[src/rtl/sha3_pkg.sv]
// rtl/sha3_pkg.sv - shared types and constants for the SHA-3 pad sequencer (SHA3_PAD_KECCAK_LEGACY_EN selects Keccak domain byte)
package sha3_pkg;

  typedef enum logic [1:0] {
    FILL,
    PAD,
    FULL
  } sha3_state_e;

`ifdef SHA3_PAD_KECCAK_LEGACY_EN
  localparam logic [7:0] SHA3_DOMAIN_BYTE = 8'h01;
`else
  localparam logic [7:0] SHA3_DOMAIN_BYTE = 8'h06;
`endif

  localparam logic [7:0] SHA3_FINAL_BYTE = 8'h80;
  localparam int SHA3_RATE_WORDS = 18;

endpackage

[src/rtl/sha3_pad_sequencer_if.sv]
// rtl/sha3_pad_sequencer_if.sv - message-in / block-out handshake bundle of the SHA-3 pad sequencer
interface sha3_pad_sequencer_if #(
  parameter int RATE_WORDS = 18
);

  logic [31:0]              in;
  logic                     in_valid;
  logic                     in_ready;
  logic                     is_last;
  logic [1:0]               byte_num;
  logic [32*RATE_WORDS-1:0] out;
  logic                     out_valid;
  logic                     out_ready;
  logic                     out_last;
  logic                     busy;

  // master: host bus and permutation core side; slave: the sequencer
  modport master (
    output in, in_valid, is_last, byte_num, out_ready,
    input  in_ready, out, out_valid, out_last, busy
  );

  modport slave (
    input  in, in_valid, is_last, byte_num, out_ready,
    output in_ready, out, out_valid, out_last, busy
  );

endinterface

[src/rtl/sha3_pad_word.sv]
// rtl/sha3_pad_word.sv - combinational padding of the final message word (keep byte_num bytes, then domain byte, then zeros)
module sha3_pad_word (
  input  logic [31:0] word,
  input  logic [1:0]  byte_num,
  input  logic [7:0]  domain,
  output logic [31:0] padded
);

  always_comb begin
    padded = '0;
    for (int i = 0; i < 4; i++) begin
      if (i < int'(byte_num)) begin
        padded[31-8*i -: 8] = word[31-8*i -: 8];
      end else if (i == int'(byte_num)) begin
        padded[31-8*i -: 8] = domain;
      end
    end
  end

endmodule

[src/rtl/sha3_pad_sequencer.sv]
// rtl/sha3_pad_sequencer.sv - assembles 32-bit message words into padded rate blocks for the Keccak core (SHA3_PAD_KECCAK_LEGACY_EN via sha3_pkg)
module sha3_pad_sequencer
  import sha3_pkg::*;
#(
  parameter int RATE_WORDS = SHA3_RATE_WORDS
) (
  input logic                 clk,
  input logic                 reset,
  sha3_pad_sequencer_if.slave bus
);

  localparam int CNT_W = $clog2(RATE_WORDS);

  sha3_state_e              state_q, state_d;
  logic [CNT_W-1:0]         cnt_q;
  logic [32*RATE_WORDS-1:0] blk_q;
  logic                     pad_pending_q;
  logic                     out_last_q;
  logic                     busy_q;

  logic        accept;
  logic        load;
  logic        take;
  logic        last_slot;
  logic        final_d;
  logic [31:0] word_d;
  logic [31:0] padded;

  sha3_pad_word u_pad_word (
    .word     (bus.in),
    .byte_num (bus.byte_num),
    .domain   (SHA3_DOMAIN_BYTE),
    .padded   (padded)
  );

  assign last_slot = (cnt_q == CNT_W'(RATE_WORDS - 1));
  assign accept    = (state_q == FILL) && bus.in_valid;

  always_comb begin
    state_d = state_q;
    load    = 1'b0;
    take    = 1'b0;
    final_d = 1'b0;
    word_d  = '0;
    case (state_q)
      FILL: begin
        if (accept) begin
          load    = 1'b1;
          final_d = bus.is_last || pad_pending_q;
          word_d  = bus.is_last ? padded : bus.in;
          if (last_slot) begin
            state_d = FULL;
          end else if (bus.is_last) begin
            state_d = PAD;
          end
        end
      end
      PAD: begin
        load    = 1'b1;
        final_d = pad_pending_q;
        if (last_slot) begin
          state_d = FULL;
        end
      end
      FULL: begin
        if (bus.out_ready) begin
          take    = 1'b1;
          state_d = FILL;
        end
      end
      default: state_d = FILL;
    endcase
    // last word of a padded block carries the closing 1 bit (merges with the domain byte when coincident)
    if (load && last_slot && final_d) begin
      word_d = word_d | {24'h0, SHA3_FINAL_BYTE};
    end
  end

  always_ff @(posedge clk or posedge reset) begin
    if (reset) begin
      state_q <= FILL;
    end else begin
      state_q <= state_d;
    end
  end

  always_ff @(posedge clk or posedge reset) begin
    if (reset) begin
      cnt_q         <= '0;
      blk_q         <= '0;
      pad_pending_q <= 1'b0;
      out_last_q    <= 1'b0;
      busy_q        <= 1'b0;
    end else begin
      if (load) begin
        blk_q <= {blk_q[32*(RATE_WORDS-1)-1:0], word_d};
        cnt_q <= last_slot ? '0 : cnt_q + 1'b1;
        if (last_slot) begin
          out_last_q <= final_d;
        end
      end
      if (accept) begin
        busy_q <= 1'b1;
        if (bus.is_last) begin
          pad_pending_q <= 1'b1;
        end
      end
      if (take) begin
        out_last_q <= 1'b0;
        if (out_last_q) begin
          busy_q        <= 1'b0;
          pad_pending_q <= 1'b0;
          blk_q         <= '0;
        end
      end
    end
  end

  assign bus.in_ready  = (state_q == FILL) && !reset;
  assign bus.out       = blk_q;
  assign bus.out_valid = (state_q == FULL);
  assign bus.out_last  = out_last_q;
  assign bus.busy      = busy_q;

endmodule

[src/flat_wrapper.sv]
// flat-port wrapper written by rule: the top's interface ports become plain ports
module sha3_pad_sequencer_flat import sha3_pkg::*;
#(
  parameter int RATE_WORDS = SHA3_RATE_WORDS
)
  (clk, reset, bus_in, bus_in_valid, bus_is_last, bus_byte_num, bus_out_ready, bus_in_ready, bus_out, bus_out_valid, bus_out_last, bus_busy);
  sha3_pad_sequencer_if #(.RATE_WORDS(RATE_WORDS)) bus_i ();
  input logic clk;
  input logic reset;
  input wire logic [$bits(bus_i.in)-1:0] bus_in;
  input wire logic [$bits(bus_i.in_valid)-1:0] bus_in_valid;
  input wire logic [$bits(bus_i.is_last)-1:0] bus_is_last;
  input wire logic [$bits(bus_i.byte_num)-1:0] bus_byte_num;
  input wire logic [$bits(bus_i.out_ready)-1:0] bus_out_ready;
  output wire logic [$bits(bus_i.in_ready)-1:0] bus_in_ready;
  output wire logic [$bits(bus_i.out)-1:0] bus_out;
  output wire logic [$bits(bus_i.out_valid)-1:0] bus_out_valid;
  output wire logic [$bits(bus_i.out_last)-1:0] bus_out_last;
  output wire logic [$bits(bus_i.busy)-1:0] bus_busy;
  assign bus_i.in = bus_in;
  assign bus_i.in_valid = bus_in_valid;
  assign bus_i.is_last = bus_is_last;
  assign bus_i.byte_num = bus_byte_num;
  assign bus_i.out_ready = bus_out_ready;
  assign bus_in_ready = bus_i.in_ready;
  assign bus_out = bus_i.out;
  assign bus_out_valid = bus_i.out_valid;
  assign bus_out_last = bus_i.out_last;
  assign bus_busy = bus_i.busy;
  sha3_pad_sequencer #(.RATE_WORDS(RATE_WORDS)) u_core (.clk(clk), .reset(reset), .bus(bus_i));
endmodule
[config.mk]
export PLATFORM = sky130hd
export DESIGN_NAME = sha3_pad_sequencer_flat
export DESIGN_NICKNAME = d
export VERILOG_FILES = /design/src/rtl/sha3_pkg.sv /design/src/rtl/sha3_pad_sequencer_if.sv /design/src/rtl/sha3_pad_word.sv /design/src/rtl/sha3_pad_sequencer.sv /design/src/flat_wrapper.sv
export SDC_FILE = /design/constraint.sdc
export NUM_CORES = 1
export LEC_CHECK = 0
export BUFFER_PORTS_ARGS = -buffer_cell sky130_fd_sc_hd__buf_2
export CORE_AREA = 3 3 239 241
export CTS_CLUSTER_DIAMETER = 50
export DETAILED_ROUTE_END_ITERATION = 7
export DIE_AREA = 0 0 242 244
export GPL_TIMING_DRIVEN = 0
export PLACE_DENSITY = 0.74
export SYNTH_ARGS = -nofsm -noshare
export SYNTH_HDL_FRONTEND = slang
export SYNTH_SLANG_ARGS = --single-unit
[constraint.sdc]
create_clock -name clk -period 48.4 [get_ports clk]
set_input_delay 9.68 -clock clk [delete_from_list [all_inputs] [get_ports clk]]
set_output_delay 9.68 -clock clk [all_outputs]
set_load 0.1 [all_outputs]
==> impl_metrics.json <==
{
  "status": "completed",
  "crit_type": "in -> out",
  "post_cts_buffers": 0,
  "worstPathArrival_ps": 10400,
  "clockRootBuffer": "clkbuf_16",
  "ant_nets": 0,
  "firstDrtPassIters": 5,
  "power.leakage_nw": 15.6,
  "multi_input_area_mm2": 0.00754,
  "seqCellArea_mm2": 0.0147,
  "dieArea_mm2": 0.0590,
  "setup_viol": 0,
  "syn_area_per_cell_um2": 9.21,
  "hold_class": "reg -> reg",
  "crit_path_end_kind": "output pin",
  "hold_end": "u_core.bus.busy",
  "port_buffers": 618,
  "synth_largest_area_cell": "dfrtp_1",
  "numCtsBuffers": 68,
  "antenna_found_initial": 0,
  "core_mm2": 0.0551,
  "yosysMostFrequentCell": "nand2_1",
  "drt_iter0_markers": 1842,
  "num_vias": 21400,
  "fmax_ghz": 0.0498,
  "rr_endpoint": "u_core.bus.out[265]",
  "post-place-ws_ps": 28320,
  "grt_max_degree": 129,
  "die_h_um": 244,
  "clock_latency_ps": 590,
  "syn2layout_area_growth_pct": 27.5,
  "synth_ff_type": "dfrtp_1",
  "grt.overflow.total": 0,
  "skew_ps": 24.9,
  "cts_resized": 0,
  "fillers": 4994,
  "cts_hold_buffers": 0,
  "clk_pin_slew_ps": 60,
  "insertedDiodeCount": 0,
  "tightest_slew_ps": 918,
  "wl_um": 82500,
  "hold_depth": 2,
  "die_x_um": 242,
  "netlist.area_leader.share_pct": 62.8,
  "seq_area_frac_synth_pct": 62.8,
  "detail_route.vias_per_cell": 5.31,
  "synth_cells": 2535,
  "reg2reg_depth": 7,
  "synth.net_count": 2576,
  "clock-sinks": 586,
  "drv_cap": 0,
  "synthArstFlopShare_pct": 100,
  "hold_viol": 0,
  "dpl-instance-area_mm2": 0.0275,
  "nets": 3269,
  "start_kind": "input port",
  "route.detailed.drc": 0,
  "synth_edf_count": 0,
  "power.total_w": 0.00192,
  "rsz0062_at_grt": "false",
  "timing.final.ws_setup_ps": 28320,
  "timing.reg2reg.setup_slack_ps": 46380,
  "power_per_cell_area_mw_per_mm2": 64.6,
  "cts_tree": "yes",
  "crit_fanout": 2,
  "ys_seq_elements": 586,
  "synth.cell_area_mm2": 0.0233,
  "hpwl_um": 62100,
  "reg2reg_from": "u_core.state_q[0]",
  "cts_buffer_depth": 3,
  "first_global_vias": 20500,
  "irDropWorstVdd_v": 0.0000388,
  "synth_cell_types": 37,
  "crit_required_ps": 38720,
  "gp_congestion": 0.953,
  "initial_core_util_pct": 42.4,
  "htree_levels": 3,
  "timing.hold.ws_ps": 508,
  "fin_crit_sh_pct": 41.5,
  "min_period_ps": 20080,
  "drive_gt1_share_pct": 28.4,
  "min_from": "u_core.bus.busy",
  "wl_per_cell_um": 20.5,
  "slew_headroom_pct": 38.0,
  "pin_count": 619,
  "num_rows": 86,
  "grt_pass1_wl_um": 126000,
  "ys_top_cells_by_area": "dfrtp_1, nand2_1, a21oi_1",
  "yosys-top-cells-count": "nand2_1, dfrtp_1, a21oi_1",
  "design_area_mm2": 0.0298,
  "ys.warnings.count": 0,
  "gr-usage-all-layers_pct": 27.3,
  "drv_slew": 0,
  "tns_ps": 0
}
[per-stage QoR]
stage	std cells	utilization, %
after floorplan	2535	-
final	4022	54.0
after global routing	4022	54.0
after global placement	3901	49.7
after detailed placement	3906	49.9
after CTS	4022	54.0
[kinds of logic (layout without fill, tap and decap cells)]
logic type	count (synthesis)	after routing	share of synthesized area, %
adders and majority gates	2	2	0.107
DFF	586	586	62.8
muxes	1	1	0.0482
AOI/OAI and AO/OA	598	598	13.4
buffers and inverters	201	940	4.86
and+or+nand+nor	1146	1146	18.8
xor gates and xnor gates	1	1	0.0375
[metal layers]
metal	GRT usage, %	vias to the layer above	share of wire (%)
met1	34.0	10600	38
met3	7.91	200	9.2
li1	-	9641	-
met2	44.8	982	48
met4	11.5	0	4.7
met5	0	-	0
[cells in the final DEF, fill, tap and decap left out, drive strengths merged, types with 3 or more instances in the layout]
cell type	synthesis	final
dfrtp	586	586
a21oi	554	554
o21ai	4	4
a22oi	5	5
a32oi	18	18
clkbuf	7	100
nor2b	3	3
o211ai	7	7
inv	3	10
nor2	29	29
bufinv	0	5
clkinv	0	10
nand2	1099	1099
buf	191	814
[critical path: stages]
cell and delay (ps):
buf_2 140, nor3_1 130, buf_2 450
[registers in the layout, indices dropped and copies added, names as in the netlist]
| register | count |
|---|---|
| u_core.bus.busy | 1 |
| u_core.bus.out | 576 |
| u_core.bus.out_last | 1 |
| u_core.cnt_q | 5 |
| u_core.pad_pending_q | 1 |
| u_core.state_q | 2 |
[how the worst max path moves through the flow]
stage / to / start
5_1_grt: bus_in_ready / reset
6_report: bus_in_ready / reset
3_3_place_gp: u_core.bus.out[291] / reset
4_1_cts: bus_in_ready / reset
3_5_place_dp: bus_in_ready / reset
2_1_floorplan: u_core.bus.busy / reset
[report_power, final]
group	total (W)	switching, W	internal (W)
Clock	0.000517	0.000207	0.000311
Sequential	0.000633	0.0000749	0.000558
Combinational	0.000774	0.000668	0.000106
Total	0.00192	0.000949	0.000974
[layout make-up]
| type | count | area share [%] |
|---|---|---|
| buffer | 198 | 3.77 |
| sequential | 586 | 49.3 |
| multi-input combinational | 1748 | 25.3 |
| clock buffer | 93 | 6.58 |
| inverter | 3 | 0.0631 |
| timing repair buffer | 623 | 10.9 |
| tap | 748 | 3.14 |
| clock inverter | 23 | 0.967 |
(Power assumes the default switching activity.)
